$ cat src/rtl/fp_mul_pipe.sv
// fp_mul_pipe -- pipelined IEEE-754 style floating-point multiplier.
//
// Purpose: multiplies two {sign, exp, man} operands with per-transaction
// rounding mode; subnormals are read as signed zero and tiny results are
// flushed to signed zero. STAGES register levels with a global stall:
// the whole pipe advances when the output slot is empty or being consumed.
//
// Ports:
//   clk, rst           clock, synchronous active-high reset
//   in_valid/in_ready  operand handshake (in_ready = pipe advance)
//   fp_X, fp_Y         operands, W = 1+EXP_W+MAN_W bits
//   r_mode             000 RNE, 001 RTZ, 010 RDN, 011 RUP, 100 RMM, else RNE
//   out_valid/out_ready result handshake
//   fp_Z               product
//   ovrf, udrf, inv    overflow, underflow (flush), invalid-operation flags
module fp_mul_pipe #(
  parameter int EXP_W  = 8,
  parameter int MAN_W  = 23,
  parameter int STAGES = 3
) (
  input  logic                   clk,
  input  logic                   rst,
  input  logic                   in_valid,
  output logic                   in_ready,
  input  logic [EXP_W+MAN_W:0]   fp_X,
  input  logic [EXP_W+MAN_W:0]   fp_Y,
  input  logic [2:0]             r_mode,
  output logic                   out_valid,
  input  logic                   out_ready,
  output logic [EXP_W+MAN_W:0]   fp_Z,
  output logic                   ovrf,
  output logic                   udrf,
  output logic                   inv
);

  localparam int W  = 1 + EXP_W + MAN_W;
  localparam int PW = 2 * (MAN_W + 1);
  localparam logic [EXP_W-1:0] EXP_ONES = {EXP_W{1'b1}};
  localparam logic [EXP_W-1:0] EXP_TOP  = {{(EXP_W-1){1'b1}}, 1'b0};
  localparam logic [W-1:0] QNAN = {1'b0, {EXP_W{1'b1}}, 1'b1, {(MAN_W-1){1'b0}}};
  localparam logic signed [EXP_W+1:0] BIAS    = (EXP_W+2)'((1 << (EXP_W-1)) - 1);
  localparam logic signed [EXP_W+1:0] EXP_MAX = (EXP_W+2)'((1 << EXP_W) - 1);
  localparam logic signed [EXP_W+1:0] EXP_MIN = (EXP_W+2)'(1);

  // Global stall: everything moves together or nothing moves.
  logic advance;
  assign advance  = !out_valid || out_ready;
  assign in_ready = advance;

  // ---------------- stage 1: classify, multiply significands ----------------
  logic             sa, sb;
  logic [EXP_W-1:0] ea, eb;
  logic [MAN_W-1:0] ma, mb;
  assign {sa, ea, ma} = fp_X;
  assign {sb, eb, mb} = fp_Y;

  logic a_zero, b_zero, a_inf, b_inf, a_nan, b_nan, a_snan, b_snan;
  // exp == 0 covers both true zero and subnormals (read as zero).
  assign a_zero = (ea == '0);
  assign b_zero = (eb == '0);
  assign a_inf  = (ea == EXP_ONES) && (ma == '0);
  assign b_inf  = (eb == EXP_ONES) && (mb == '0);
  assign a_nan  = (ea == EXP_ONES) && (ma != '0);
  assign b_nan  = (eb == EXP_ONES) && (mb != '0);
  assign a_snan = a_nan && !ma[MAN_W-1];
  assign b_snan = b_nan && !mb[MAN_W-1];

  logic                    sgn_d, spec_d, inv_d;
  logic [W-1:0]            spec_z_d;
  logic [PW-1:0]           prod_d;
  logic signed [EXP_W+1:0] exp_d;

  always_comb begin
    sgn_d    = sa ^ sb;
    spec_d   = 1'b1;
    inv_d    = 1'b0;
    spec_z_d = {W{1'b0}};
    if (a_nan || b_nan) begin
      spec_z_d = QNAN;
      inv_d    = a_snan || b_snan;
    end else if ((a_inf && b_zero) || (b_inf && a_zero)) begin
      spec_z_d = QNAN;
      inv_d    = 1'b1;
    end else if (a_inf || b_inf) begin
      spec_z_d = {sgn_d, EXP_ONES, {MAN_W{1'b0}}};
    end else if (a_zero || b_zero) begin
      spec_z_d = {sgn_d, {(W-1){1'b0}}};
    end else begin
      spec_d = 1'b0;
    end
  end

  assign prod_d = PW'({1'b1, ma}) * PW'({1'b1, mb});
  assign exp_d  = $signed({2'b00, ea}) + $signed({2'b00, eb}) - BIAS;

  logic                    s1_v_q, s1_sgn_q, s1_spec_q, s1_inv_q;
  logic [W-1:0]            s1_z_q;
  logic [PW-1:0]           s1_prod_q;
  logic signed [EXP_W+1:0] s1_exp_q;
  logic [2:0]              s1_mode_q;

  // ---------------- stage 2: normalise, round, range check ----------------
  logic                    hi, g, rb, st, inexact, inc, carry, to_max;
  logic [MAN_W-1:0]        frac;
  logic [MAN_W:0]          frac_r;
  logic signed [EXP_W+1:0] exp_n, exp_r;
  logic [W-1:0]            z_d;
  logic [2:0]              f_d;      // {ovrf, udrf, inv}

  always_comb begin
    // Product of two [1,2) significands lies in [1,4): one-bit normalise.
    hi      = s1_prod_q[PW-1];
    frac    = hi ? s1_prod_q[PW-2 -: MAN_W] : s1_prod_q[PW-3 -: MAN_W];
    g       = hi ? s1_prod_q[PW-2-MAN_W] : s1_prod_q[PW-3-MAN_W];
    rb      = hi ? s1_prod_q[PW-3-MAN_W] : s1_prod_q[PW-4-MAN_W];
    st      = hi ? |s1_prod_q[PW-4-MAN_W:0] : |s1_prod_q[PW-5-MAN_W:0];
    inexact = g | rb | st;
    case (s1_mode_q)
      3'b001:  inc = 1'b0;
      3'b010:  inc = s1_sgn_q & inexact;
      3'b011:  inc = ~s1_sgn_q & inexact;
      3'b100:  inc = g;
      default: inc = g & (rb | st | frac[0]);
    endcase
    // The hidden one is implicit: a carry out of the fraction means the
    // significand rounded up to 2.0, i.e. fraction 0 and exponent + 1.
    frac_r = {1'b0, frac} + {{MAN_W{1'b0}}, inc};
    carry  = frac_r[MAN_W];
    exp_n  = s1_exp_q + $signed({{(EXP_W+1){1'b0}}, hi});
    exp_r  = exp_n + $signed({{(EXP_W+1){1'b0}}, carry});
    to_max = (s1_mode_q == 3'b001) ||
             (s1_mode_q == 3'b010 && !s1_sgn_q) ||
             (s1_mode_q == 3'b011 && s1_sgn_q);

    z_d = {s1_sgn_q, exp_r[EXP_W-1:0], frac_r[MAN_W-1:0]};
    f_d = 3'b000;
    if (s1_spec_q) begin
      z_d = s1_z_q;
      f_d = {2'b00, s1_inv_q};
    end else if (exp_r >= EXP_MAX) begin
      f_d = 3'b100;
      z_d = to_max ? {s1_sgn_q, EXP_TOP, {MAN_W{1'b1}}}
                   : {s1_sgn_q, EXP_ONES, {MAN_W{1'b0}}};
    end else if (exp_r < EXP_MIN) begin
      f_d = 3'b010;
      z_d = {s1_sgn_q, {(W-1){1'b0}}};
    end
  end

  // ---------------- result delay line (STAGES-1 levels) ----------------
  logic         res_v_q [STAGES-1];
  logic [W-1:0] res_z_q [STAGES-1];
  logic [2:0]   res_f_q [STAGES-1];

  always_ff @(posedge clk) begin
    if (rst) begin
      s1_v_q    <= 1'b0;
      s1_sgn_q  <= 1'b0;
      s1_spec_q <= 1'b0;
      s1_inv_q  <= 1'b0;
      s1_z_q    <= '0;
      s1_prod_q <= '0;
      s1_exp_q  <= '0;
      s1_mode_q <= '0;
      for (int i = 0; i < STAGES-1; i++) begin
        res_v_q[i] <= 1'b0;
        res_z_q[i] <= '0;
        res_f_q[i] <= '0;
      end
    end else if (advance) begin
      s1_v_q    <= in_valid;
      s1_sgn_q  <= sgn_d;
      s1_spec_q <= spec_d;
      s1_inv_q  <= inv_d;
      s1_z_q    <= spec_z_d;
      s1_prod_q <= prod_d;
      s1_exp_q  <= exp_d;
      s1_mode_q <= r_mode;
      res_v_q[0] <= s1_v_q;
      res_z_q[0] <= z_d;
      res_f_q[0] <= f_d;
      for (int i = 1; i < STAGES-1; i++) begin
        res_v_q[i] <= res_v_q[i-1];
        res_z_q[i] <= res_z_q[i-1];
        res_f_q[i] <= res_f_q[i-1];
      end
    end
  end

  assign out_valid          = res_v_q[STAGES-2];
  assign fp_Z               = res_z_q[STAGES-2];
  assign {ovrf, udrf, inv}  = res_f_q[STAGES-2];

endmodule

$ cat config.mk
export PLATFORM = sky130hd
export DESIGN_NAME = fp_mul_pipe
export DESIGN_NICKNAME = d
export VERILOG_FILES = /design/src/rtl/fp_mul_pipe.sv
export SDC_FILE = /design/constraint.sdc
export NUM_CORES = 2
export LEC_CHECK = 0
export BUFFER_PORTS_ARGS = -buffer_cell sky130_fd_sc_hd__buf_2
export CAP_MARGIN = 5
export CORE_ASPECT_RATIO = 0.8
export CORE_UTILIZATION = 65
export CTS_CLUSTER_DIAMETER = 200
export DETAILED_ROUTE_END_ITERATION = 16
export PLACE_DENSITY = 0.86
export SLEW_MARGIN = 20
export SYNTH_ARGS = -nofsm -noshare
export SYNTH_HDL_FRONTEND = slang
export SYNTH_SLANG_ARGS = --single-unit
$ cat constraint.sdc
create_clock -name clk -period 12.7 [get_ports clk]
set_input_delay 1.27 -clock clk [delete_from_list [all_inputs] [get_ports clk]]
set_output_delay 1.27 -clock clk [all_outputs]
set_load 0.05 [all_outputs]
; ---- After elaboration in Yosys (flattened, before gate mapping)
; Memory sizes are Yosys's and may differ from the RTL's.
; Index checks and enable logic that the tools add are counted.
[word_totals]
regBits = 97
latch_bits = 0
mem_bits_rw = 72
mem_bits_ro = 0
in_bits = 71
output_inout_bits = 37
elab_cells = 103
memories = 3
[classes]
add_sub_neg = 5
mul = 1
div = 0
magnitude_cmp = 2
eq_ne = 6
shifts = 0
muxes = 33
bitwise = 15
reduce_logical = 30
[memory_table]
columns = name, words, width, rd, rd_ports_with_merged_regs, wr, line_no
row1 = res_z_q, 2, 32, 2, 0, 2, 152  ; logic [W-1:0] res_z_q [STAGES-1];
row2 = res_f_q, 2, 3, 2, 0, 2, 153  ; logic [2:0] res_f_q [STAGES-1];
row3 = res_v_q, 2, 1, 2, 0, 2, 151  ; logic res_v_q [STAGES-1];
[op_table]
columns = cell, n
row1 = $mux 32, 7
row2 = $mux 31, 2
row3 = $mul 24x24->48, 1
row4 = $logic_not 23->1, 2
row5 = $reduce_bool 23->1, 2
row6 = $add 23x1->24, 1
row7 = $mux 24, 1
row8 = $mux 23, 1
row9 = $reduce_or 22->1, 1
row10 = $reduce_or 21->1, 1
row11 = $add 10x2->10, 2
row12 = $eq 8x8->1 const B, 2
row13 = $logic_not 8->1, 2
row14 = $mux 1, 16
row15 = $mux 3, 4
row16 = $ge 10x9->1 const B, 1
row17 = $logic_and 1x1->1, 10
row18 = $lt 10x2->1 const B, 1
row19 = $or 1x1->1, 10
row20 = $sub 9x7->10 const B, 1
row21 = $add 8x8->9, 1
row22 = $logic_or 1x1->1, 8
row23 = $eq 3x2->1 const B, 2
row24 = $logic_not 1->1, 4
row25 = other kinds (7), 9

; ---- Depth between registers and ports, before layout
[logic_depth]
ltp_word = 13
mapped_depth = 29
mapped_depth_nobuf = 26

; ---- Worst setup path after synthesis
; Ideal clock, no wire load.
[synth_path]
kind = in2reg
from = in fp_Y[3]
to = reg s1_prod_q[45]
setup_ns = 0.088
t_arrival_ns = 7.602
required_time_ns = 12.612
path_slack_ns = 5.010
stages = 27
path_buffers = 1
cell_sequence = clkbuf_1 > nand2_1 > fa_1 > inv_1 > fa_1 > inv_1 > fa_1 > inv_1 > fa_1 > inv_1 > fa_1 > inv_1 > fa_1 > inv_1 > fa_1 > inv_1 > ha_1 > nand4_1 > o22ai_1 > a211oi_1 > o21ai_0 > o21ba_1 > o21ba_1 > o31a_1 > o41ai_2 > mux2_1 > nor4_2
[synth_between]
elab_chain_cells = 1
[synth_lines]
columns = item, line_no
row1 = from (decl), 26  ; input logic [EXP_W+MAN_W:0] fp_Y,
row2 = $mul 24x24->48, 93  ; assign prod_d = PW'({1'b1, ma}) * PW'({1'b1, mb});
row3 = to (signal assigned), 176  ; s1_prod_q <= prod_d;
row4 = to (decl), 98  ; logic [PW-1:0] s1_prod_q;
; No other way between the ends.
; A chain may end at the register's enable or synchronous reset.

; ---- Worst setup path after layout
[layout_path]
from = in fp_Y[8]
to = reg s1_prod_q[46]
; Same word-level chain as after synthesis.

==> results_dict.tcl <==
set metrics [dict create \
    outcome "completed" \
    hold_class "reg -> reg" \
    wire_per_inst_um 20.2 \
    period_share 0.655 \
    via_per_inst 5.94 \
    slowest_delay_ns 0.53 \
    avgSynthCellArea_sq_um 8.94 \
    rows 65 \
    min_period_ns 8.32 \
    die_w_um 226 \
    hold_buffers 0 \
    nFillCells 3008 \
    drive_gt1_frac 0.0654 \
    ff2ff_path_depth 25 \
    ant_nets 0 \
    async_reset_ff_frac 0 \
    synth_compound_area_frac 0.0753 \
    worst_setup_path_start_kind "input pin" \
    cts.sinks 140 \
    drt_iter0_drc 1787 \
    core_sq_um 39400 \
    gp_congestion 1.03 \
    start_util 0.659 \
    max_freq_ghz 0.120 \
    grt_setup_unrepaired "false" \
    synth_edf_count 72 \
    flow.area_growth_from_synthesis_pct 4.09 \
    synth_top_family_by_area "adder cells" \
    grt_max_degree 74 \
    yosys.area_share.xor_xnor 0.0209 \
    cp_max_fo 18 \
    fin_skew_ns 0.0142 \
    yosysWarnings 0 \
    required_ns 13.03 \
    first_pass_iters 6 \
    post_dp_cell_area_sq_um 26500 \
    cts-resized-gates 0 \
    ys_types 78 \
    synth.area.top_cells "fa_1 (37%), ha_1 (9.2%), inv_1 (8.5%), edfxtp_1 (8.3%), and2_1 (7.2%)" \
    synth_fa_ha_area_frac 0.465 \
    drc 0 \
    die_h_um 181 \
    dpl.hpwl_um 52100 \
    max_slew.worst_pin.slew_ns 0.933 \
    grt_pass1_vias 22042 \
    critPathSlowestCell "fa_1" \
    setup_viol 0 \
    antenna_found_initial 1 \
    finalMaxSlewViolations 0 \
    cts_root_buffer "clkbuf_16" \
    clock_latency_ns 0.44 \
    clock_path_buffers 2 \
    synth_nets 3652 \
    grt_overflow 0 \
    dieArea_sq_um 40800 \
    cts_made_buffers 17 \
    wl_um 68800 \
    crit_type "in -> reg" \
    ys.flop_type "edfxtp_1" \
    tritoncts "done" \
    yosys.area.top_type "fa_1" \
    setup_tns_ns 0 \
    grt_pass1_wl_um 113000 \
    io_pins 108 \
    cp.arrival_ns 8.65 \
    portBuffers 107 \
    holdPathStages 2 \
    synthTopCellsByCount "inv_1 (590), fa_1 (484), nand2_1 (400)" \
    post_cts_buffers 0 \
    synth_cells 2905 \
    clkTransAtPathRegs_ns 0.07 \
    track_usage 0.359 \
    seq_area_frac_synth 0.136 \
    vias 20268 \
    worst_setup_path_end_kind "register" \
    synth_area_sq_um 26000 \
    htree_num_levels 4 \
    final-hold-violation-count 0 \
    ys_ff_latch 140 \
    synth.top_cell.area_share 0.373 \
    synth_mux_area_frac 0.00886 \
    synth.most_common_cell "inv_1" \
    cp_common_cell "fa_1" \
    final_area_sq_um 27000 \
    yosys.area_share.simple 0.177 \
    slew_headroom 0.378 \
    maxCapViolations 0 \
    fin_nets 3607 \
]
routing by layer:
metal / track usage / up-vias / wire length (um)
met5: 0 / - / 0
met1: 0.457 / 10089 / 25900
met4: 0.161 / 0 / 3470
li1: - / 8781 / -
met2: 0.578 / 1152 / 32000
met3: 0.0933 / 246 / 7560
cell usage in the layout (no fill, tap or decap), types with 6 or more instances in the layout:
master,instances
and2_1,301
clkbuf_16,17
nand2_1,400
xor2_1,20
nor2_1,82
nor4_1,23
dfxtp_1,67
mux2_2,7
o22ai_1,8
xnor2_1,42
mux2i_1,14
a31oi_1,11
a211oi_1,13
buf_4,9
a21o_1,24
nor3_1,16
fa_1,484
inv_1,589
buf_2,107
ha_1,192
o21ai_0,72
nand4_1,18
and3_1,14
o21bai_1,10
a21oi_1,106
nand3_1,29
o31ai_1,6
nor2b_1,9
edfxtp_1,72
or3_1,8
final timing paths:
| check | endpoint | startpoint | slack [ns] |
|---|---|---|---|
| max | s1_prod_q[46]$_SDFFE_PP0N_ | fp_Y[8] | 4.38 |
| min | s1_prod_q[0]$_SDFFE_PP0N_ | s1_prod_q[0]$_SDFFE_PP0N_ | 0.46 |
| max reg2reg | res_z_q[0][9]$_SDFFCE_PP0P_ | s1_prod_q[47]$_SDFFE_PP0N_ | 6.18 |
| min reg2reg | s1_prod_q[0]$_SDFFE_PP0N_ | s1_prod_q[0]$_SDFFE_PP0N_ | 0.46 |
critical path: cells and delay by family:
family	cells	cell delay, ns
fa+ha+maj	8	3.79
compound gates	7	1.76
buf+inv	8	1.10
simple gates	3	0.72
kinds of logic after synthesis:
logic type,count (synthesis)
compound gates,304
xor+xnor,62
fa+ha+maj,676
buf+inv,775
flops,140
mux,22
simple gates,926
final cells by class:
cell class | count | area, sq um | area share
multi-input cells | 1990 | 19400 | 0.718
flip-flops and latches | 140 | 3520 | 0.130
inverters | 595 | 2230 | 0.0826
well taps | 536 | 671 | 0.0248
repair buffers | 116 | 603 | 0.0223
clock buffers | 17 | 425 | 0.0157
clock inverters | 15 | 163 | 0.00601
diodes | 3 | 7.51 | 0.000278
sequential cells by signal (all words and copies together), names as in the netlist, 2 cells and up:
signal / count
res_f_q: 6
res_v_q: 2
res_z_q: 64
s1_exp_q: 10
s1_mode_q: 3
s1_prod_q: 48
s1_z_q: 3
stage by stage:
step | setup WS (ns) | hold slack [ns] | utilization | cells
final | 4.38 | 0.460 | 0.686 | 3412
after global placement | 4.26 | 0.438 | 0.671 | 3377
after global routing | 4.10 | 0.477 | 0.686 | 3409
after detailed placement | 4.12 | 0.447 | 0.671 | 3377
after floorplan | 5.01 | 0.420 | - | 2905
after CTS | 4.57 | 0.456 | 0.686 | 3409
Power is not shown: default switching activity piles up to over one toggle a cycle in this logic, so the estimate is an artifact.
